$ cat config.mk
export PLATFORM = sky130hd
export DESIGN_NAME = wb_bus_arbiter_flat
export DESIGN_NICKNAME = d
export VERILOG_FILES = /design/src/rtl/selen_wb_pkg.sv /design/src/rtl/wb_bus_arbiter_if.sv /design/src/rtl/wb_rr_picker.sv /design/src/rtl/wb_bus_arbiter.sv /design/src/flat_wrapper.sv
export SDC_FILE = /design/constraint.sdc
export NUM_CORES = 1
export LEC_CHECK = 0
export BUFFER_PORTS_ARGS = -buffer_cell sky130_fd_sc_hd__buf_2
export CORE_AREA = 2 2 109 111
export DETAILED_ROUTE_END_ITERATION = 6
export DIE_AREA = 0 0 111 113
export PLACE_DENSITY_LB_ADDON = 0.25
export SLEW_MARGIN = 15
export SYNTH_ARGS = -nofsm -noshare
export SYNTH_HDL_FRONTEND = slang
export SYNTH_SLANG_ARGS = --single-unit
$ cat constraint.sdc
create_clock -name clk -period 2.3 [get_ports clk]
set_input_delay 0.46 -clock clk [delete_from_list [all_inputs] [get_ports clk]]
set_output_delay 0.46 -clock clk [all_outputs]
set_load 0.01 [all_outputs]
$ cat src/rtl/selen_wb_pkg.sv
// Shared definitions for the Wishbone bus arbiter slice.
// Contents: arbiter state enum, default bus widths and the round-robin
// pointer increment helper.
package selen_wb_pkg;

    localparam int unsigned WB_ADDR_W = 32;
    localparam int unsigned WB_DATA_W = 32;

    typedef enum logic {
        IDLE = 1'b0,
        BUSY = 1'b1
    } wb_state_e;

    // Next round-robin position after idx, wrapping at n.
    function automatic int unsigned rr_next(input int unsigned idx, input int unsigned n);
        if (idx + 32'd1 >= n) begin
            return 32'd0;
        end
        return idx + 32'd1;
    endfunction

endpackage

$ cat src/rtl/wb_bus_arbiter_if.sv
// Bundle of the arbiter's master-side and slave-side Wishbone signals.
// Master side: m_cyc/m_stb/m_we/m_adr/m_wdat/m_sel in, m_ack/m_err/m_rdat out.
// Slave side:  s_cyc/s_stb/s_we/s_adr/s_wdat/s_sel out, s_ack/s_err/s_rdat in.
// Modports: master (requesters), slave (memory), arb (the arbiter itself).
interface wb_bus_arbiter_if
    import selen_wb_pkg::*;
#(
    parameter int unsigned N_MASTERS = 2,
    parameter int unsigned ADDR_W    = WB_ADDR_W,
    parameter int unsigned DATA_W    = WB_DATA_W
) ();

    localparam int unsigned SEL_W = DATA_W / 8;

    logic [N_MASTERS-1:0]        m_cyc;
    logic [N_MASTERS-1:0]        m_stb;
    logic [N_MASTERS-1:0]        m_we;
    logic [N_MASTERS*ADDR_W-1:0] m_adr;
    logic [N_MASTERS*DATA_W-1:0] m_wdat;
    logic [N_MASTERS*SEL_W-1:0]  m_sel;
    logic [N_MASTERS-1:0]        m_ack;
    logic [N_MASTERS-1:0]        m_err;
    logic [DATA_W-1:0]           m_rdat;

    logic                        s_cyc;
    logic                        s_stb;
    logic                        s_we;
    logic [ADDR_W-1:0]           s_adr;
    logic [DATA_W-1:0]           s_wdat;
    logic [SEL_W-1:0]            s_sel;
    logic                        s_ack;
    logic                        s_err;
    logic [DATA_W-1:0]           s_rdat;

    modport master (
        output m_cyc, m_stb, m_we, m_adr, m_wdat, m_sel,
        input  m_ack, m_err, m_rdat
    );

    modport slave (
        input  s_cyc, s_stb, s_we, s_adr, s_wdat, s_sel,
        output s_ack, s_err, s_rdat
    );

    modport arb (
        input  m_cyc, m_stb, m_we, m_adr, m_wdat, m_sel,
        output m_ack, m_err, m_rdat,
        output s_cyc, s_stb, s_we, s_adr, s_wdat, s_sel,
        input  s_ack, s_err, s_rdat
    );

endinterface

$ cat src/rtl/wb_rr_picker.sv
// Combinational round-robin priority encoder.
// Ports: req_i   request vector, one bit per master
//        ptr_i   index with highest priority this round
//        idx_o   first requester found scanning upward from ptr_i (wraps)
//        valid_o at least one request present
module wb_rr_picker #(
    parameter int unsigned N_MASTERS = 2,
    parameter int unsigned IDX_W     = $clog2(N_MASTERS)
) (
    input  logic [N_MASTERS-1:0] req_i,
    input  logic [IDX_W-1:0]     ptr_i,
    output logic [IDX_W-1:0]     idx_o,
    output logic                 valid_o
);

    logic [IDX_W-1:0] cand;

    // Scan from the farthest offset down so the nearest requester wins last.
    always_comb begin
        idx_o   = '0;
        valid_o = 1'b0;
        cand    = '0;
        for (int k = int'(N_MASTERS) - 1; k >= 0; k--) begin
            cand = IDX_W'((32'(ptr_i) + 32'(k)) % N_MASTERS);
            if (req_i[cand]) begin
                idx_o   = cand;
                valid_o = 1'b1;
            end
        end
    end

endmodule

$ cat src/rtl/wb_bus_arbiter.sv
// Round-robin arbiter sharing one Wishbone classic slave among N_MASTERS.
// A grant is taken in IDLE and held for the owner's whole cyc; slave
// responses are routed only to the owner. Bus muxing is combinational from
// the registered state/grant, so s_cyc follows m_cyc one cycle later.
// Ports: clk, rst (sync, active high), bus (wb_bus_arbiter_if.arb).
// Optional: define WB_BUS_ARBITER_TIMEOUT_EN to add a stall watchdog that
// errors the owner after TIMEOUT stalled strobe cycles and kills its cycle.
module wb_bus_arbiter
    import selen_wb_pkg::*;
#(
    parameter int unsigned N_MASTERS = 2,
    parameter int unsigned ADDR_W    = WB_ADDR_W,
    parameter int unsigned DATA_W    = WB_DATA_W,
    parameter int unsigned TIMEOUT   = 255
) (
    input logic            clk,
    input logic            rst,
    wb_bus_arbiter_if.arb  bus
);

    localparam int unsigned SEL_W = DATA_W / 8;
    localparam int unsigned IDX_W = $clog2(N_MASTERS);

    if (N_MASTERS < 2 || N_MASTERS > 8) begin : g_bad_n
        $error("wb_bus_arbiter: N_MASTERS must be 2..8");
    end
    if (TIMEOUT < 1 || TIMEOUT > 65535) begin : g_bad_timeout
        $error("wb_bus_arbiter: TIMEOUT must be 1..65535");
    end

    wb_state_e        state_q, state_d;
    logic [IDX_W-1:0] grant_q, grant_d;
    logic [IDX_W-1:0] ptr_q, ptr_d;
    logic [IDX_W-1:0] pick_idx;
    logic             pick_valid;

    logic [ADDR_W-1:0] adr_a  [N_MASTERS];
    logic [DATA_W-1:0] wdat_a [N_MASTERS];
    logic [SEL_W-1:0]  sel_a  [N_MASTERS];

    logic own_cyc, own_stb, own_we;
    logic busy, live;
    logic kill, to_pulse;

    // Unflatten per-master payloads so the owner can be selected by index.
    for (genvar i = 0; i < int'(N_MASTERS); i++) begin : g_unpack
        assign adr_a[i]  = bus.m_adr[i*ADDR_W +: ADDR_W];
        assign wdat_a[i] = bus.m_wdat[i*DATA_W +: DATA_W];
        assign sel_a[i]  = bus.m_sel[i*SEL_W +: SEL_W];
    end

    assign own_cyc = bus.m_cyc[grant_q];
    assign own_stb = bus.m_stb[grant_q];
    assign own_we  = bus.m_we[grant_q];
    assign busy    = (state_q == BUSY);
    // Owner still in its cycle and not killed by the watchdog.
    assign live    = busy && own_cyc && !kill;

    wb_rr_picker #(
        .N_MASTERS (N_MASTERS),
        .IDX_W     (IDX_W)
    ) u_picker (
        .req_i   (bus.m_cyc),
        .ptr_i   (ptr_q),
        .idx_o   (pick_idx),
        .valid_o (pick_valid)
    );

    // Grant in IDLE, release when the owner drops cyc.
    always_comb begin
        state_d = state_q;
        grant_d = grant_q;
        ptr_d   = ptr_q;
        case (state_q)
            IDLE: begin
                if (pick_valid) begin
                    grant_d = pick_idx;
                    state_d = BUSY;
                end
            end
            BUSY: begin
                if (!own_cyc) begin
                    state_d = IDLE;
                    ptr_d   = IDX_W'(rr_next(32'(grant_q), N_MASTERS));
                end
            end
            default: state_d = IDLE;
        endcase
    end

    always_ff @(posedge clk) begin
        if (rst) begin
            state_q <= IDLE;
            grant_q <= '0;
            ptr_q   <= '0;
        end else begin
            state_q <= state_d;
            grant_q <= grant_d;
            ptr_q   <= ptr_d;
        end
    end

    // Bus routing; responses during the release cycle are dropped via live.
    always_comb begin
        bus.s_cyc  = 1'b0;
        bus.s_stb  = 1'b0;
        bus.s_we   = 1'b0;
        bus.s_adr  = '0;
        bus.s_wdat = '0;
        bus.s_sel  = '0;
        bus.m_ack  = '0;
        bus.m_err  = '0;
        bus.m_rdat = '0;
        if (busy) begin
            bus.s_cyc  = live;
            bus.s_stb  = live && own_stb;
            bus.s_we   = own_we;
            bus.s_adr  = adr_a[grant_q];
            bus.s_wdat = wdat_a[grant_q];
            bus.s_sel  = sel_a[grant_q];
            bus.m_rdat = bus.s_rdat;
            bus.m_ack[grant_q] = bus.s_ack && live;
            bus.m_err[grant_q] = (bus.s_err && live) || to_pulse;
        end
    end

`ifdef WB_BUS_ARBITER_TIMEOUT_EN
    localparam logic [15:0] TO_LIMIT = 16'(TIMEOUT);

    logic [15:0] to_cnt_q, to_cnt_d;
    logic        to_flag_q, to_flag_d;

    // Single error pulse when the stall count hits the limit; the flag then
    // keeps the owner's slave cycle suppressed until it drops cyc.
    assign to_pulse = busy && own_cyc && !to_flag_q && (to_cnt_q == TO_LIMIT);
    assign kill     = to_flag_q || to_pulse;

    always_comb begin
        to_cnt_d  = to_cnt_q;
        to_flag_d = to_flag_q || to_pulse;
        if (!busy || !own_cyc) begin
            to_cnt_d  = '0;
            to_flag_d = 1'b0;
        end else if (bus.s_ack || bus.s_err) begin
            to_cnt_d = '0;
        end else if (own_stb && !kill) begin
            to_cnt_d = to_cnt_q + 16'd1;
        end
    end

    always_ff @(posedge clk) begin
        if (rst) begin
            to_cnt_q  <= '0;
            to_flag_q <= 1'b0;
        end else begin
            to_cnt_q  <= to_cnt_d;
            to_flag_q <= to_flag_d;
        end
    end
`else
    assign to_pulse = 1'b0;
    assign kill     = 1'b0;
`endif

endmodule

$ cat src/flat_wrapper.sv
// flat-port wrapper written by rule: the top's interface ports become plain ports
module wb_bus_arbiter_flat import selen_wb_pkg::*;
#(
    parameter int unsigned N_MASTERS = 2,
    parameter int unsigned ADDR_W    = WB_ADDR_W,
    parameter int unsigned DATA_W    = WB_DATA_W,
    parameter int unsigned TIMEOUT   = 255
)
  (clk, rst, bus_m_cyc, bus_m_stb, bus_m_we, bus_m_adr, bus_m_wdat, bus_m_sel, bus_m_ack, bus_m_err, bus_m_rdat, bus_s_cyc, bus_s_stb, bus_s_we, bus_s_adr, bus_s_wdat, bus_s_sel, bus_s_ack, bus_s_err, bus_s_rdat);
  wb_bus_arbiter_if #(.N_MASTERS(N_MASTERS), .ADDR_W(ADDR_W), .DATA_W(DATA_W)) bus_i ();
  input logic clk;
  input logic rst;
  input wire logic [$bits(bus_i.m_cyc)-1:0] bus_m_cyc;
  input wire logic [$bits(bus_i.m_stb)-1:0] bus_m_stb;
  input wire logic [$bits(bus_i.m_we)-1:0] bus_m_we;
  input wire logic [$bits(bus_i.m_adr)-1:0] bus_m_adr;
  input wire logic [$bits(bus_i.m_wdat)-1:0] bus_m_wdat;
  input wire logic [$bits(bus_i.m_sel)-1:0] bus_m_sel;
  output wire logic [$bits(bus_i.m_ack)-1:0] bus_m_ack;
  output wire logic [$bits(bus_i.m_err)-1:0] bus_m_err;
  output wire logic [$bits(bus_i.m_rdat)-1:0] bus_m_rdat;
  output wire logic [$bits(bus_i.s_cyc)-1:0] bus_s_cyc;
  output wire logic [$bits(bus_i.s_stb)-1:0] bus_s_stb;
  output wire logic [$bits(bus_i.s_we)-1:0] bus_s_we;
  output wire logic [$bits(bus_i.s_adr)-1:0] bus_s_adr;
  output wire logic [$bits(bus_i.s_wdat)-1:0] bus_s_wdat;
  output wire logic [$bits(bus_i.s_sel)-1:0] bus_s_sel;
  input wire logic [$bits(bus_i.s_ack)-1:0] bus_s_ack;
  input wire logic [$bits(bus_i.s_err)-1:0] bus_s_err;
  input wire logic [$bits(bus_i.s_rdat)-1:0] bus_s_rdat;
  assign bus_i.m_cyc = bus_m_cyc;
  assign bus_i.m_stb = bus_m_stb;
  assign bus_i.m_we = bus_m_we;
  assign bus_i.m_adr = bus_m_adr;
  assign bus_i.m_wdat = bus_m_wdat;
  assign bus_i.m_sel = bus_m_sel;
  assign bus_m_ack = bus_i.m_ack;
  assign bus_m_err = bus_i.m_err;
  assign bus_m_rdat = bus_i.m_rdat;
  assign bus_s_cyc = bus_i.s_cyc;
  assign bus_s_stb = bus_i.s_stb;
  assign bus_s_we = bus_i.s_we;
  assign bus_s_adr = bus_i.s_adr;
  assign bus_s_wdat = bus_i.s_wdat;
  assign bus_s_sel = bus_i.s_sel;
  assign bus_i.s_ack = bus_s_ack;
  assign bus_i.s_err = bus_s_err;
  assign bus_i.s_rdat = bus_s_rdat;
  wb_bus_arbiter #(.N_MASTERS(N_MASTERS), .ADDR_W(ADDR_W), .DATA_W(DATA_W), .TIMEOUT(TIMEOUT)) u_core (.clk(clk), .rst(rst), .bus(bus_i));
endmodule
# After elaboration in Yosys (flattened, before gate mapping)
# Cells that the tools add are included.
# word_totals
ram_bits	0
register_bits	3
n_memories	0
mem_bits_ro	0
latchBits	0
# op_classes
n_addsub	2
order_cmp	6
mux	41
reduce_logical	7
shifts	0
n_bitwise	5
mul	0
div	0
n_eq_ne	0
# ops
op	count
two-way mux 32 bit	9
two-way mux 1 bit	24
two-way mux 4 bit	4
< comparator 1 x 2 -> 1 bit (second input constant)	3
logical AND 1 bit	5
bitwise AND 2 bit	2
greater-or-equal comparator 2 bit (second input constant)	2
two-way mux 2 bit	2
AND reduction 2 bit	2
adder 1 x 1 -> 2 bit (second input constant)	1
inverter 1 bit	2
inverter 1 -> 2 bit	1
case mux 1 bit (2 select lines)	1
adder 1 bit (second input constant)	1
demux 1 bit (select 1 bit)	1
greater-or-equal comparator 1 bit (second input constant)	1

# Logic depth before layout (Yosys ltp)
# Gate-level depths: netlist of the first run.
# logic_depth
depth_word	7
mapped_depth	5

# Modules after synthesis
# Synthesis of the first run repeated with hierarchy kept, for this count alone.
# hier_totals
cells_unflattened	215
hier_area_um2	1500.2
# modules_own_cells
module	area_each_um2	instances	seq_area_each_um2	cells_each
wb_bus_arbiter	1482.7	1	60.1	212
wb_rr_picker	17.5	1	0.0	3

# Least setup slack after synthesis of the first run
# OpenSTA, ideal clock, no wires.
# synth_timing
path_kind	flip-flop to output port
start	register u_core.grant_q
end	output port bus_m_ack[0]
n_path_buf	2
arrival_time_ps	1050
path_stages_with_launch	4
required_ps	1840
path_slack_ps	790
cell_sequence	dfxtp_1 -> buf_4 -> buf_6 -> nor4b_1
# synth_between
elab_chain_len	6
# synth_rtl
element	line_no	rtl
start, declared	wb_bus_arbiter.sv:32	logic [IDX_W-1:0] grant_q, grant_d;
start signal, assigned	wb_bus_arbiter.sv:98	grant_q <= grant_d;
< comparator 1 x 2 -> 1 bit (not written as such), or another cell as far along	wb_bus_arbiter.sv:122	bus.m_ack[grant_q] = bus.s_ack && live;
logical AND 1 bit or two-way mux 1 bit (tied branches)	wb_bus_arbiter.sv:122, wb_bus_arbiter.sv:52	
two-way mux 1 bit (not written as such) or logical AND 1 bit (tied branches)	wb_bus_arbiter.sv:122, wb_bus_arbiter.sv:57	
demux 1 bit (select 1 bit) or logical AND 1 bit (tied branches)	-	
bitwise AND 2 bit (no line) *	-	
two-way mux 2 bit *	wb_bus_arbiter.sv:114	if (busy) begin
end, declared	flat_wrapper.sv:19	output wire logic [$bits(bus_i.m_ack)-1:0] bus_m_ack;
# Mark *: on every way between the ends. The rest lies on a longest branch, timed or not. The select of a mux whose other input is x is not followed.

# Worst setup path after layout of the first run
# layout_timing
start	register u_core.grant_q
end	output port bus_s_wdat[19]
# layout_between
elab_chain_len	5
# layout_rtl
element	line_no	rtl
inverter 1 -> 2 bit (not written as such)	wb_bus_arbiter.sv:119	bus.s_wdat = wdat_a[grant_q];
two-way mux 32 bit (not written as such) (3 in a row)	wb_bus_arbiter.sv:119	
two-way mux 32 bit	wb_bus_arbiter.sv:114	
end, declared	flat_wrapper.sv:26	output wire logic [$bits(bus_i.s_wdat)-1:0] bus_s_wdat;
# No other way between the ends. The select of a mux whose other input is x is not followed.

==> summary.txt, run 1 <==
Setup path
  – Setup slack, reg-to-reg: 1080 ps
  – Worst Path Required: 1840 ps
  – Element type at the critical path end: primary output
  – Worst path bufs/invs: 2
  – Critical-path cell list: buf_12, mux2i_1, nor2_1, buf_2
  – Delay-heaviest family, CP: flip-flops
  – Crit start category: flop
  – Worst r2r src: u_core.grant_q
  – RR Endpoint: u_core.busy
  – WP data arrival: 1550 ps
  – CP max FO: 30
  – Crit Path Class: reg -> out
  – CP max stage cell: dfxtp_4
  – Crit-path max cell delay: 640 ps
  – Worst Reg2Reg Path Length in Cells: 3

Detailed routing
  – DR vias: 2,503
  – DRC viols: 0
  – Via/cell ratio: 3.97
  – Post-route ant nets: 0
  – WL per Instance: 11.6 um
  – Initial DRC Count: 48
  – WL final: 7.35 mm
  – DR pass1 iterations: 4

GRT
  – First-pass GRT wire length: 10.9 mm
  – GRT overflow: 0
  – Largest net degree at the start of global routing: 39
  – Global-route usage over all layers: 10.5%
  – Vias in the first global route: 2,466
  – Initial antenna violation count: 0

Placed design
  – Port buffer count: 284
  – Detailed placer's ending HPWL: 6.31 mm
  – Global placement routability congestion: 0.822

Clocking
  – Clk sinks: 3
  – H-Tree Depth: 1
  – Clk slew on worst S/H paths: 30 ps
  – Clock root cell: clkbuf_16
  – CTS buffer count: 3
  – Clock Latency Late Sink: 220 ps
  – Clock Path Buffers: 2
  – Setup Buffers After CTS: 0
  – Post-CTS sizing: 0
  – Hold-fix buffers, CTS: 0
  – CTS tree: done

STA
  – Final Cycle Share: 87.2%
  – Final Hold Vio Count: 0
  – Fmax: 498 MHz
  – RSZ-0062 raised after global routing: false
  – Tmin final: 2010 ps
  – Worst slew pin tran: 466 ps
  – Max-slew violations: 0
  – Slew HR: 69.0%
  – Clock skew: 2.59 ps
  – Setup-failing EPs final: 0
  – Setup TNS: 0 ps

Worst hold path
  – HP Class: in -> reg
  – Hold depth: 2
  – Hold endpoint: u_core.grant_q
  – Min-delay src: rst

Finish
  – Fraction of layout cells with a size suffix above 1: 60.7%
  – Area of the multi-input gates: 0.00126 mm2
  – Final net count: 667
  – Synth-to-Final Area Change: 106%
  – FF+latch area: 63.8 um2
  – Most common cell after layout, fill and taps aside: buf_2
  – FILL cells: 1,240
  – Commonest non-fill, non-tap cells in the layout: buf_2 (284), nor2_1 (72), mux2i_1 (69), and2_1 (32), buf_4 (4)
  – Diodes inserted: 0

Floorplanning
  – Die area: 0.0125 mm2
  – I/O Pins: 285
  – Starting Density: 13.4%
  – Chip height: 113 um
  – Die width: 111 um
  – Core footprint: 0.0113 mm2
  – Site row count: 39

Logic synthesis
  – Seq/Total Area, Yosys: 3.99%
  – Synth top area cells: mux2i_1 (46%), nor2_1 (18%), and2_1 (13%), buf_12 (5.3%), dfxtp_1 (4.0%)
  – Synth area leader: mux2i_1
  – Cell Area, Synth: 0.00151 mm2
  – Share of Yosys cell area claimed by the top area cell type: 45.8%
  – Yosys warnings: 0
  – Syn_area_per_cell: 7.04 um2
  – Mapped Nets: 392
  – Synthesized flop and latch total: 3
  – Syn Inst Count: 214
  – Synth cell types: 19

Pwr
  – Tot Pwr: 944 uW
  – Leakage Power: 1.80 nW
  – PwrDens: 304 mW/mm2
  – VDD IR max: 232 uV

Job
  – Number of max-cap violations: 0

Outcome
  – Outcome: complete, no violations
[stage by stage]
step           instances  utilization (%)  setup slack, ps  hold WS, ps  instance area, um2
2_1_floorplan        214                -              790          461                1510
3_3_place_gp         627             26.9              518          479                3030
3_5_place_dp         627             26.9              499          496                3030
4_1_cts              631             27.6              259          416                3110
5_1_grt              631             27.6              177          426                3110
6_report             631             27.6              294          423                3110
[sequential cells by signal, indices dropped and copies added, names as in the netlist]
| register | cells |
|---|---|
| u_core.ptr_q | 1 |
| u_core.grant_q | 1 |
| u_core.busy | 1 |
[power by group]
part	switching [mW]	internal, mW	leakage (nW)
registers	0.0194	0.0575	0.0256
logic	0.279	0.313	1.73
clock network	0.0472	0.229	0.0382
[logic make-up (layout without fill, tap and decap cells)]
kind of cell	Yosys count	after routing	share of synthesized area (%)
AO/OA/AOI/OAI	9	9	3.74
buffers and inverters	23	297	12.0
flip-flops	3	3	3.99
multiplexers	69	69	45.8
AND/OR/NAND/NOR	110	110	34.4
[Yosys cell counts]
cell	number
a211oi_1	1
a21oi_1	3
buf_2	6
o21ai_0	2
and4_1	2
buf_4	4
o21bai_1	1
buf_6	1
nor4b_1	2
and2_1	32
buf_12	4
nor2b_1	2
dfxtp_1	3
a32oi_1	1
inv_1	2
o211ai_1	1
mux2i_1	69
nor2_1	72
clkbuf_1	6
[how the worst max path moves through the flow]
stage                         from              to  depth (start not counted)
floorplan           u_core.grant_q    bus_m_ack[0]                          3
global placement    u_core.grant_q  bus_s_wdat[26]                          4
detailed placement  u_core.grant_q  bus_s_wdat[19]                          4
CTS                 u_core.grant_q  bus_s_wdat[19]                          4
global route        u_core.grant_q   bus_s_wdat[8]                          4
finish              u_core.grant_q  bus_s_wdat[19]                          4
[final cells by class]
| class | count | area share (%) |
|---|---|---|
| Clock buffer | 4 | 2.54 |
| Tap cell | 143 | 5.76 |
| Sequential cell | 3 | 2.05 |
| Multi-Input combinational cell | 188 | 40.7 |
| Timing Repair Buffer | 291 | 48.7 |
| Inverter | 2 | 0.242 |
[routing by layer]
layer / vias to the layer above / wire, um / part of all wire, % / global-route usage (%)
met3: 4 / 725 / 9.9 / 2.79
met4: 0 / 55 / 0.75 / 1.83
met1: 1098 / 2530 / 34 / 10.1
met5: - / 0 / 0 / 0
li1: 1261 / - / - / -
met2: 140 / 4040 / 55 / 22.2
(Power assumes the default switching activity.)
==> run 2, diff against run 1 <==
--- a/config.mk
+++ b/config.mk
@@ -8,5 +8,5 @@
 export BUFFER_PORTS_ARGS = -buffer_cell sky130_fd_sc_hd__buf_2
-export CORE_AREA = 2 2 109 111
+export CORE_AREA = 2 2 112 114
 export DETAILED_ROUTE_END_ITERATION = 6
-export DIE_AREA = 0 0 111 113
+export DIE_AREA = 0 0 114 116
 export PLACE_DENSITY_LB_ADDON = 0.25
==> constraint.sdc (replaced) <==
create_clock -name clk -period 2.2 [get_ports clk]
set_input_delay 0.11 -clock clk [delete_from_list [all_inputs] [get_ports clk]]
set_output_delay 0.11 -clock clk [all_outputs]
set_load 0.01 [all_outputs]
==> summary.txt, run 2 (synthesis results as in run 1) <==
Outcome
  – Outcome: complete, no violations (unchanged)

Setup path
  – Worst Path Required: 2090 ps (was 1840 ps)
  – Worst Reg2Reg Path Length in Cells: 4 (was 3)
  – Element type at the critical path end: primary output (unchanged)
  – Crit Path Class: reg -> out (unchanged)
  – WP data arrival: 1540 ps (was 1550 ps)
  – CP max FO: 78 (was 30)
  – Setup slack, reg-to-reg: 950 ps (was 1080 ps)
  – Worst r2r src: u_core.grant_q (unchanged)
  – Crit start category: flop (unchanged)
  – RR Endpoint: u_core.busy (unchanged)

Clocking
  – Hold-fix buffers, CTS: 0 (unchanged)
  – Post-CTS sizing: 0 (unchanged)
  – Clock Latency Late Sink: 220 ps (about the same)
  – CTS tree: done (unchanged)
  – Clk sinks: 3 (unchanged)
  – Clock root cell: clkbuf_16 (unchanged)
  – Clock Path Buffers: 2 (unchanged)
  – Setup Buffers After CTS: 0 (unchanged)
  – H-Tree Depth: 1 (unchanged)
  – Clk slew on worst S/H paths: 30 ps (about the same)
  – CTS buffer count: 3 (unchanged)

Detailed routing
  – DR pass1 iterations: 4 (unchanged)
  – Initial DRC Count: 52 (was 48)
  – WL per Instance: 11.5 um (was 11.6 um)
  – WL final: 7.24 mm (was 7.35 mm)
  – Post-route ant nets: 0 (unchanged)
  – DR vias: 2,477 (was 2,503)
  – Via/cell ratio: 3.93 (was 3.97)
  – DRC viols: 0 (unchanged)

Finish
  – Fraction of layout cells with a size suffix above 1: 60.3% (was 60.7%)
  – Diodes inserted: 0 (unchanged)
  – Commonest non-fill, non-tap cells in the layout: buf_2 (284), nor2_1 (72), mux2i_1 (69), and2_1 (32) (was buf_2 (284), nor2_1 (72), mux2i_1 (69), and2_1 (32), buf_4 (4))
  – Synth-to-Final Area Change: 104% (was 106%)
  – Most common cell after layout, fill and taps aside: buf_2 (unchanged)
  – FILL cells: 1,334 (was 1,240)
  – Final net count: 663 (was 667)

GRT
  – Largest net degree at the start of global routing: 79 (was 39)
  – First-pass GRT wire length: 10.1 mm (was 10.9 mm)
  – Vias in the first global route: 2,276 (was 2,466)
  – Initial antenna violation count: 0 (unchanged)
  – Global-route usage over all layers: 9.22% (was 10.5%)
  – GRT overflow: 0 (unchanged)

Floorplanning
  – Chip height: 116 um (was 113 um)
  – Die area: 0.0132 mm2 (was 0.0125 mm2)
  – Starting Density: 12.6% (was 13.4%)
  – Core footprint: 0.0119 mm2 (was 0.0113 mm2)
  – I/O Pins: 285 (unchanged)
  – Site row count: 40 (was 39)
  – Die width: 114 um (was 111 um)

Worst hold path
  – Hold endpoint: u_core.grant_q (unchanged)
  – HP Class: in -> reg (unchanged)
  – Hold depth: 2 (unchanged)
  – Min-delay src: rst (unchanged)

Job
  – Number of max-cap violations: 0 (unchanged)

STA
  – Slew HR: 59.9% (was 69.0%)
  – Setup-failing EPs final: 0 (unchanged)
  – Clock skew: 1.28 ps (was 2.59 ps)
  – RSZ-0062 raised after global routing: false (unchanged)
  – Max-slew violations: 0 (unchanged)
  – Worst slew pin tran: 600 ps (was 466 ps)
  – Tmin final: 1650 ps
  – Final Hold Vio Count: 0 (unchanged)
  – Fmax: 606 MHz
  – Final WS setup: 550 ps (was 294 ps)
  – Final Cycle Share: 75.0%
  – Setup TNS: 0 ps (unchanged)

Pwr
  – PwrDens: 319 mW/mm2 (was 304 mW/mm2)
  – VDD IR max: 280 uV (was 232 uV)
  – Leakage Power: 1.77 nW (was 1.80 nW)

Placed design
  – Global placement routability congestion: 0.746 (was 0.822)
  – Post-Place Setup Slack: 780 ps (was 499 ps)
  – Detailed placer's ending HPWL: 6.04 mm (was 6.31 mm)
  – Port buffer count: 284 (unchanged)
-- run 2: changes by cell type in the layout (fill, tap and decap cells not counted) --
| cell | change |
|---|---|
| buf_4 | -3 |
| buf_12 | -1 |
-- run 2: layout make-up --
class	count	area, um2	share of cell area, %
clock buffer	4	78.8	2.57
tap	147	184	6.00
multi-input combinational	188	1260	41.2
timing repair buffer	287	1470	47.9
sequential	3	63.8	2.08
inverter	2	7.51	0.245
-- run 2: power by group --
| part | total [mW] | switching, mW | internal (mW) |
|---|---|---|---|
| registers | 0.0638 | 0.00376 | 0.0600 |
| clock network | 0.290 | 0.0508 | 0.239 |
| logic | 0.624 | 0.306 | 0.318 |
-- run 2: worst max path at each step --
stage / from / to / slack [ps] / cells past startpoint
2_1_floorplan: u_core.grant_q / bus_m_ack[0] / 1040 / 3
3_3_place_gp: u_core.grant_q / bus_s_adr[31] / 790 / 4
3_5_place_dp: u_core.busy / bus_s_adr[16] / 780 / 4
4_1_cts: u_core.busy / bus_s_adr[16] / 540 / 4
5_1_grt: u_core.busy / bus_s_adr[3] / 470 / 4
6_report: u_core.grant_q / bus_s_wdat[24] / 550 / 4
-- run 2: worst max-delay path, stage by stage (launching register included) --
cell and delay [ps]:
dfxtp_4 340, buf_12 340, mux2i_1 250, nor2_1 60, buf_2 170
-- run 2: through the flow --
| step | util, % | hold WS, ps | cell area (um2) | power, mW | cells |
|---|---|---|---|---|---|
| 2_1_floorplan | - | 179 | 1510 | 0.415 | 214 |
| 3_3_place_gp | 25.1 | 301 | 2990 | 0.690 | 627 |
| 3_5_place_dp | 25.1 | 312 | 2990 | 0.697 | 627 |
| 4_1_cts | 25.8 | 86.2 | 3070 | 0.991 | 631 |
| 5_1_grt | 25.8 | 109 | 3070 | 1.05 | 631 |
| 6_report | 25.8 | 84.0 | 3070 | 0.978 | 631 |
-- run 2: metal layers --
metal  GRT usage (%)  up-vias  wire (um)
met2            19.4      133       4020
met5               0        -          0
met3            1.52        6        603
met4           0.976        0         43
met1            9.78     1083       2570
li1                -     1255          -
